**config.mk**
```make
export PLATFORM = sky130hd
export DESIGN_NAME = pipe_compare
export DESIGN_NICKNAME = d
export VERILOG_FILES = /design/src/rtl/pipe_compare.sv
export SDC_FILE = /design/constraint.sdc
export NUM_CORES = 1
export LEC_CHECK = 0
export BUFFER_PORTS_ARGS = -buffer_cell sky130_fd_sc_hd__clkbuf_2
export CELL_PAD_IN_SITES_DETAIL_PLACEMENT = 0
export CELL_PAD_IN_SITES_GLOBAL_PLACEMENT = 1
export CORE_MARGIN = 2
export CORE_UTILIZATION = 40
export CTS_CLUSTER_SIZE = 16
export DETAILED_ROUTE_END_ITERATION = 12
export GPL_TIMING_DRIVEN = 0
export PLACE_DENSITY_LB_ADDON = 0.1
export SKIP_LAST_GASP = 1
export SLEW_MARGIN = 20
export SYNTH_ARGS = -nofsm -noshare
export SYNTH_HDL_FRONTEND = slang
export SYNTH_SLANG_ARGS = --single-unit
```
**constraint.sdc**
```tcl
create_clock -name clk -period 1.6 [get_ports clk]
set_clock_uncertainty 0.2 [all_clocks]
set_input_delay 0.08 -clock clk [delete_from_list [all_inputs] [get_ports clk]]
set_output_delay 0.08 -clock clk [all_outputs]
set_load 0.05 [all_outputs]
```
**src/rtl/pipe_compare.sv**
```systemverilog
// rtl/pipe_compare.sv - Pipelined magnitude/equality comparator with signed mode, valid tracking and stall
module pipe_compare #(
    parameter int WIDTH = 10,
    parameter int GROUP = 3,
    parameter int FANIN = 2
) (
    input  logic             clk,
    input  logic             rst_n,
    input  logic             en,
    input  logic             in_valid,
    input  logic [2:0]       op,
    input  logic [WIDTH-1:0] a,
    input  logic [WIDTH-1:0] b,
    output logic             out_valid,
    output logic             out
);

    function automatic int calc_levels(input int leaves, input int fanin);
        int n;
        int lv;
        n  = leaves;
        lv = 0;
        while (n > 1) begin
            n  = (n + fanin - 1) / fanin;
            lv = lv + 1;
        end
        return lv;
    endfunction

    localparam int LEAVES = (WIDTH + GROUP - 1) / GROUP;
    localparam int LEVELS = calc_levels(LEAVES, FANIN);
    localparam int PW     = LEAVES * GROUP;

    // Every level keeps LEAVES slots; slots past the real node count carry
    // the identity (eq=1, gt=0), so the last level can be reduced with &/|.
    logic [LEAVES-1:0] eq_d [0:LEVELS];
    logic [LEAVES-1:0] gt_d [0:LEVELS];
    logic [LEAVES-1:0] eq_q [0:LEVELS];
    logic [LEAVES-1:0] gt_q [0:LEVELS];
    logic [1:0]        op_q [0:LEVELS];
    logic [LEVELS:0]   vld_q;

    logic [WIDTH-1:0] a_adj;
    logic [WIDTH-1:0] b_adj;
    logic [PW-1:0]    pa;
    logic [PW-1:0]    pb;
    logic             eq_fin;
    logic             gt_fin;
    logic             res;

    always_comb begin
        logic e_acc;
        logic g_acc;
        int   idx;
        e_acc = 1'b1;
        g_acc = 1'b0;
        idx   = 0;
        for (int l = 0; l <= LEVELS; l++) begin
            eq_d[l] = '1;
            gt_d[l] = '0;
        end

        // Flipping the sign bit maps two's complement order onto unsigned order.
        a_adj = a;
        b_adj = b;
        if (op[2]) begin
            a_adj[WIDTH-1] = ~a[WIDTH-1];
            b_adj[WIDTH-1] = ~b[WIDTH-1];
        end
        pa = PW'(a_adj);
        pb = PW'(b_adj);

        for (int k = 0; k < LEAVES; k++) begin
            eq_d[0][k] = (pa[k*GROUP +: GROUP] == pb[k*GROUP +: GROUP]);
            gt_d[0][k] = (pa[k*GROUP +: GROUP] >  pb[k*GROUP +: GROUP]);
        end

        // Children are visited most significant first so gt is decided by the
        // highest differing child.
        for (int l = 1; l <= LEVELS; l++) begin
            for (int j = 0; j < LEAVES; j++) begin
                e_acc = 1'b1;
                g_acc = 1'b0;
                for (int c = FANIN - 1; c >= 0; c--) begin
                    idx = j * FANIN + c;
                    if (idx < LEAVES) begin
                        g_acc = g_acc | (e_acc & gt_q[l-1][idx]);
                        e_acc = e_acc & eq_q[l-1][idx];
                    end
                end
                eq_d[l][j] = e_acc;
                gt_d[l][j] = g_acc;
            end
        end
    end

    assign eq_fin = &eq_q[LEVELS];
    assign gt_fin = |gt_q[LEVELS];

    always_comb begin
        res = 1'b0;
        case (op_q[LEVELS])
            2'b00:   res = eq_fin;
            2'b01:   res = ~eq_fin;
            2'b10:   res = ~eq_fin & ~gt_fin;
            default: res = gt_fin | eq_fin;
        endcase
    end

    always_ff @(posedge clk) begin
        if (en) begin
            op_q[0] <= op[1:0];
            for (int l = 0; l <= LEVELS; l++) begin
                eq_q[l] <= eq_d[l];
                gt_q[l] <= gt_d[l];
            end
            for (int l = 1; l <= LEVELS; l++) begin
                op_q[l] <= op_q[l-1];
            end
        end
    end

    always_ff @(posedge clk or negedge rst_n) begin
        if (!rst_n) begin
            vld_q     <= '0;
            out_valid <= 1'b0;
            out       <= 1'b0;
        end else if (en) begin
            vld_q[0] <= in_valid;
            for (int l = 1; l <= LEVELS; l++) begin
                vld_q[l] <= vld_q[l-1];
            end
            out_valid <= vld_q[LEVELS];
            out       <= res;
        end
    end

endmodule
```
# Word level (Yosys, flattened, before mapping)
# Memories as Yosys holds them, arrays and structs flattened.
# Cells that the tools add are included.
dict set report totals {
  n_memories 3
  out_inout_bits 2
  ff_bits 5
  word_cells 42
  in_bits 27
  mem_bits_rw 30
}
# memory depth width read_ports rd_ports_with_merged_regs wr line
set mem_list {}
lappend mem_list {eq_q 3 4 3 0 3 38} ;# logic [LEAVES-1:0] eq_q [0:LEVELS];
lappend mem_list {gt_q 3 4 3 0 3 39} ;# logic [LEAVES-1:0] gt_q [0:LEVELS];
lappend mem_list {op_q 3 2 3 0 3 40} ;# logic [1:0] op_q [0:LEVELS];
dict set report classes {
  mux 5
  n_eq_ne 6
  order_cmp 4
  reduce_logical 3
  bitwise 18
}
# operator count
set ops {}
lappend ops {{$and A1 B1 Y1} 9}
lappend ops {{$eq A3 B3 Y1} 3}
lappend ops {{$gt A3 B3 Y1} 3}
lappend ops {{$or A1 B1 Y1} 5}
lappend ops {{$mux W1} 4}
lappend ops {{$not A1 Y1} 4}
lappend ops {{$reduce_and A4 Y1} 1}
lappend ops {{$reduce_or A4 Y1} 1}
lappend ops {{$pmux W1 S3} 1}
lappend ops {{$eq A2 B1 Y1 const B} 1}
lappend ops {{$eq A2 B2 Y1 const B} 1}
lappend ops {{$logic_not A2 Y1} 1}
lappend ops {{$eq A1 B1 Y1} 1}
lappend ops {{$gt A1 B1 Y1} 1}

# Depth between registers and ports, before layout
# An unclocked memory read counts as a cell.
dict set report logic_depth {
  ltp_word 5
  ltp_mapped 5
  depth_no_buf 5
}

# Least setup slack after synthesis
# OpenSTA, ideal clock, no wires.
dict set report synth_path {
  kind {register to register}
  start {register out_valid (netlist name)}
  end {register out_valid}
  required_time_ps 1275
  t_arrival_ps 863
  synth_period_minus_slack_ps 1188
  n_path_buf 0
  path_stages_with_launch 2
  setup_time_ps 125
  slack_ps 412
  cell_sequence {dfrtp_1 > mux2_2}
}
# element line
set synth_rtl {}
lappend synth_rtl {{to (signal assigned)} 133} ;# out_valid <= vld_q[LEVELS];
lappend synth_rtl {{to (decl)} 14} ;# output logic out_valid,

==> impl_metrics.yaml <==
status:
  status: "complete, no violations"
place:
  dpl.hpwl_um: 1060
  gp_congestion: 0.601
  preCtsSetupSlack_ps: 306
  dp.cells: 139
  port_buffers: 28
final_layout:
  drive_above_1_share_pct: 30.3
  insertedDiodeCount: 0
  syn_to_final_growth_pct: 26.0
  fillCellCount: 248
  stdcell_count: 150
  multi_input_area_um2: 339
  nets: 156
  regArea_um2: 726
critical_path:
  path_cells: "dlygate4sd3_1 -> clkbuf_2 -> nand2_1 -> dlygate4sd3_1 -> o21ai_1"
  crit_family: "buffers and inverters"
  worst_setup_path_end_kind: "register"
  required_ps: 1490
  crit_path_start_kind: "input pin"
  worstSetupPathType: "input pin to register"
  arrival_ps: 1390
  path_buf_inv: 3
  crit_top_cell: "dlygate4sd3_1"
  cpMaxStageDelayCell: "dlygate4sd3_1"
  cp_max_fo: 3
  critPathMaxStageDelay_ps: 540
yosys:
  yosysTopAreaCell: "edfxtp_1"
  yosys.area.top_type_share_pct: 53.9
  yosys-top-cells-area: "edfxtp_1, dfrtp_1, ha_1"
  synth-seq-cells: 25
  synthesis.instances: 80
  seq_area_frac_synth_pct: 65.2
  ys_warn_count: 0
  avgSynthCellArea_um2: 13.9
  syn-num-nets: 116
  syn_area_um2: 1110
  ys_types: 18
floorplan:
  die_y_um: 56.8
  num_rows: 19
  die-area_um2: 3220
  ios: 29
  die_w_um: 56.8
  initial_core_util_pct: 41.1
  core_area_um2: 2710
sta:
  fmax_ghz: 0.667
  setup-violations-final: 0
  final-hold-violation-count: 0
  rsz0062_at_grt: "no"
  slew_headroom_pct: 60.4
  fin_ws_ps: 99.8
  tightest_slew_ps: 593
  maxSlewViolCount: 0
  post-route-min-period_ps: 1500
  fin_crit_sh_pct: 93.8
  fin_tns_setup_ps: 0
global_routing:
  grt_pass1_vias: 631
  grt_max_degree: 26
  grt_use_total_pct: 10.2
  grt_pass1_wl_um: 2550
  antenna_found_initial: 0
  grt_overflow: 0
flow_run:
  cap_violations: 0
cts:
  clock_latency_ps: 310
  clkSinkCount: 25
  numCtsBuffers: 3
  clockRootBuffer: "clkbuf_4"
  clockBufferDepth: 2
  tritoncts: "done"
  cts.clk_slew.worst_paths_ps: 130
  htreeDepth: 1
  cts_setup_buffers: 0
power:
  ir_drop_uv: 580
  powerDensity_nw_per_um2: 906
  total_leakage_power_nw: 0.641
routing:
  drt_pass1_iterations: 4
  drtIter0Drc: 14
  vias_per_cell: 4.57
  drtAntennaViolNets: 0
  wl_per_cell_um: 9.55
  wl_um: 1430
  drc: 0
  vias: 685
worst_hold_path:
  hp-class: "input pin to register"
-- cell usage after synthesis --
cell / number
a21o_1: 3
a21oi_1: 3
and2_1: 3
and3_1: 3
dfrtp_1: 5
edfxtp_1: 20
ha_1: 9
inv_1: 13
mux2_2: 4
nand2_1: 3
nor2_1: 1
nor2b_1: 4
nor3_1: 1
nor3b_2: 1
o21a_1: 1
o21ai_0: 4
o31ai_2: 1
xnor2_1: 1
-- placed cells by master (no fill, tap or decap), types with 3 or more instances in the layout --
cell | netlist | layout
a21o_1 | 3 | 3
a21oi_1 | 3 | 3
and2_1 | 3 | 3
and3_1 | 3 | 3
clkbuf_2 | 0 | 26
clkbuf_4 | 0 | 3
dfrtp_1 | 5 | 5
dlygate4sd3_1 | 0 | 9
edfxtp_1 | 20 | 20
ha_1 | 9 | 9
inv_1 | 13 | 13
mux2_2 | 4 | 4
nand2_1 | 3 | 3
nor2b_1 | 4 | 4
o21ai_0 | 4 | 3
-- power by group --
part | internal [mW] | leakage, nW | switching, mW
combinational | 0.0956 | 0.372 | 0.0995
clock | 0.0953 | 0.0139 | 0.179
sequential | 0.779 | 0.254 | 0.0224
total | 0.970 | 0.641 | 0.301
-- cell type report --
class | instances | area share [%]
clock inverter | 1 | 0.535
clock buffer | 3 | 1.61
inverter | 13 | 3.48
timing repair buffer | 35 | 15.7
tap | 31 | 2.77
sequential | 25 | 51.7
multi-input combinational | 42 | 24.2
-- metrics by stage --
step           instance area (µm²)  hold WS [ps]  util, %  total power [mW]
2_1_floorplan                 1110          -416        -             0.925
3_3_place_gp                  1290          -302     47.7             0.993
3_5_place_dp                  1290          -296     47.7              1.00
4_1_cts                       1410          10.6     52.1              1.29
5_1_grt                       1400          26.2     51.8              1.34
6_report                      1400          18.0     51.8              1.27
-- cell families (layout without fill, tap and decap cells) --
kind of cell | count (synthesis) | in the layout | synth area share (%)
DFF | 25 | 25 | 65.2
buffers and inverters | 13 | 52 | 4.38
muxes | 4 | 4 | 4.04
adders and majority gates | 9 | 9 | 10.1
xor gates and xnor gates | 1 | 1 | 0.787
AOI/OAI and AO/OA | 12 | 12 | 6.97
and+or+nand+nor | 16 | 16 | 8.54
-- sequential cells by signal, summed over array words and instances, names as in the netlist --
name and cells:
gt_q 7, out 1, out_valid 1, eq_q 7, vld_q 3, op_q 6
-- worst paths after layout --
| path | slack (ps) | depth (start not counted) | start | endpoint |
|---|---|---|---|---|
| setup / recovery | 100 | 5 | a[9] | gt_q[0][3]$_DFFE_PP_ |
| hold / removal | 20 | 3 | b[3] | eq_q[0][1]$_DFFE_PP_ |
| setup reg to reg | 410 | 3 | op_q[0][5]$_DFFE_PP_ | out$_DFFE_PN0P_ |
| hold reg to reg | 230 | 0 | op_q[0][1]$_DFFE_PP_ | op_q[0][3]$_DFFE_PP_ |
| max in group asynchronous | 540 | 3 | rst_n | vld_q[0]$_DFFE_PN0P_ |
| min in group asynchronous | 460 | 3 | rst_n | out$_DFFE_PN0P_ |
-- worst min-delay path, delay by kind of cell --
family	cells	cell delay, ps
buffers and inverters	1	80
adder cells (fa/ha/maj)	1	100
AND/OR/NAND/NOR	1	160
-- timing repair --
item / CTS / global route
setup endpoints to repair: 0 / 1
hold endpoints to repair: 10 / 0
hold buffers: 9 / 0
gates resized for setup: 0 / 1
-- per-layer routing --
layer	wire [µm]	vias to the layer above	part of all wire, %	GRT usage (%)
li1	-	357	-	-
met1	613	305	43	12.3
met2	723	21	50	17.3
met3	76	2	5.3	1.61
met4	19	0	1.3	5.98
met5	0	-	0	0
Note: power is estimated with default switching activity, not from simulation.
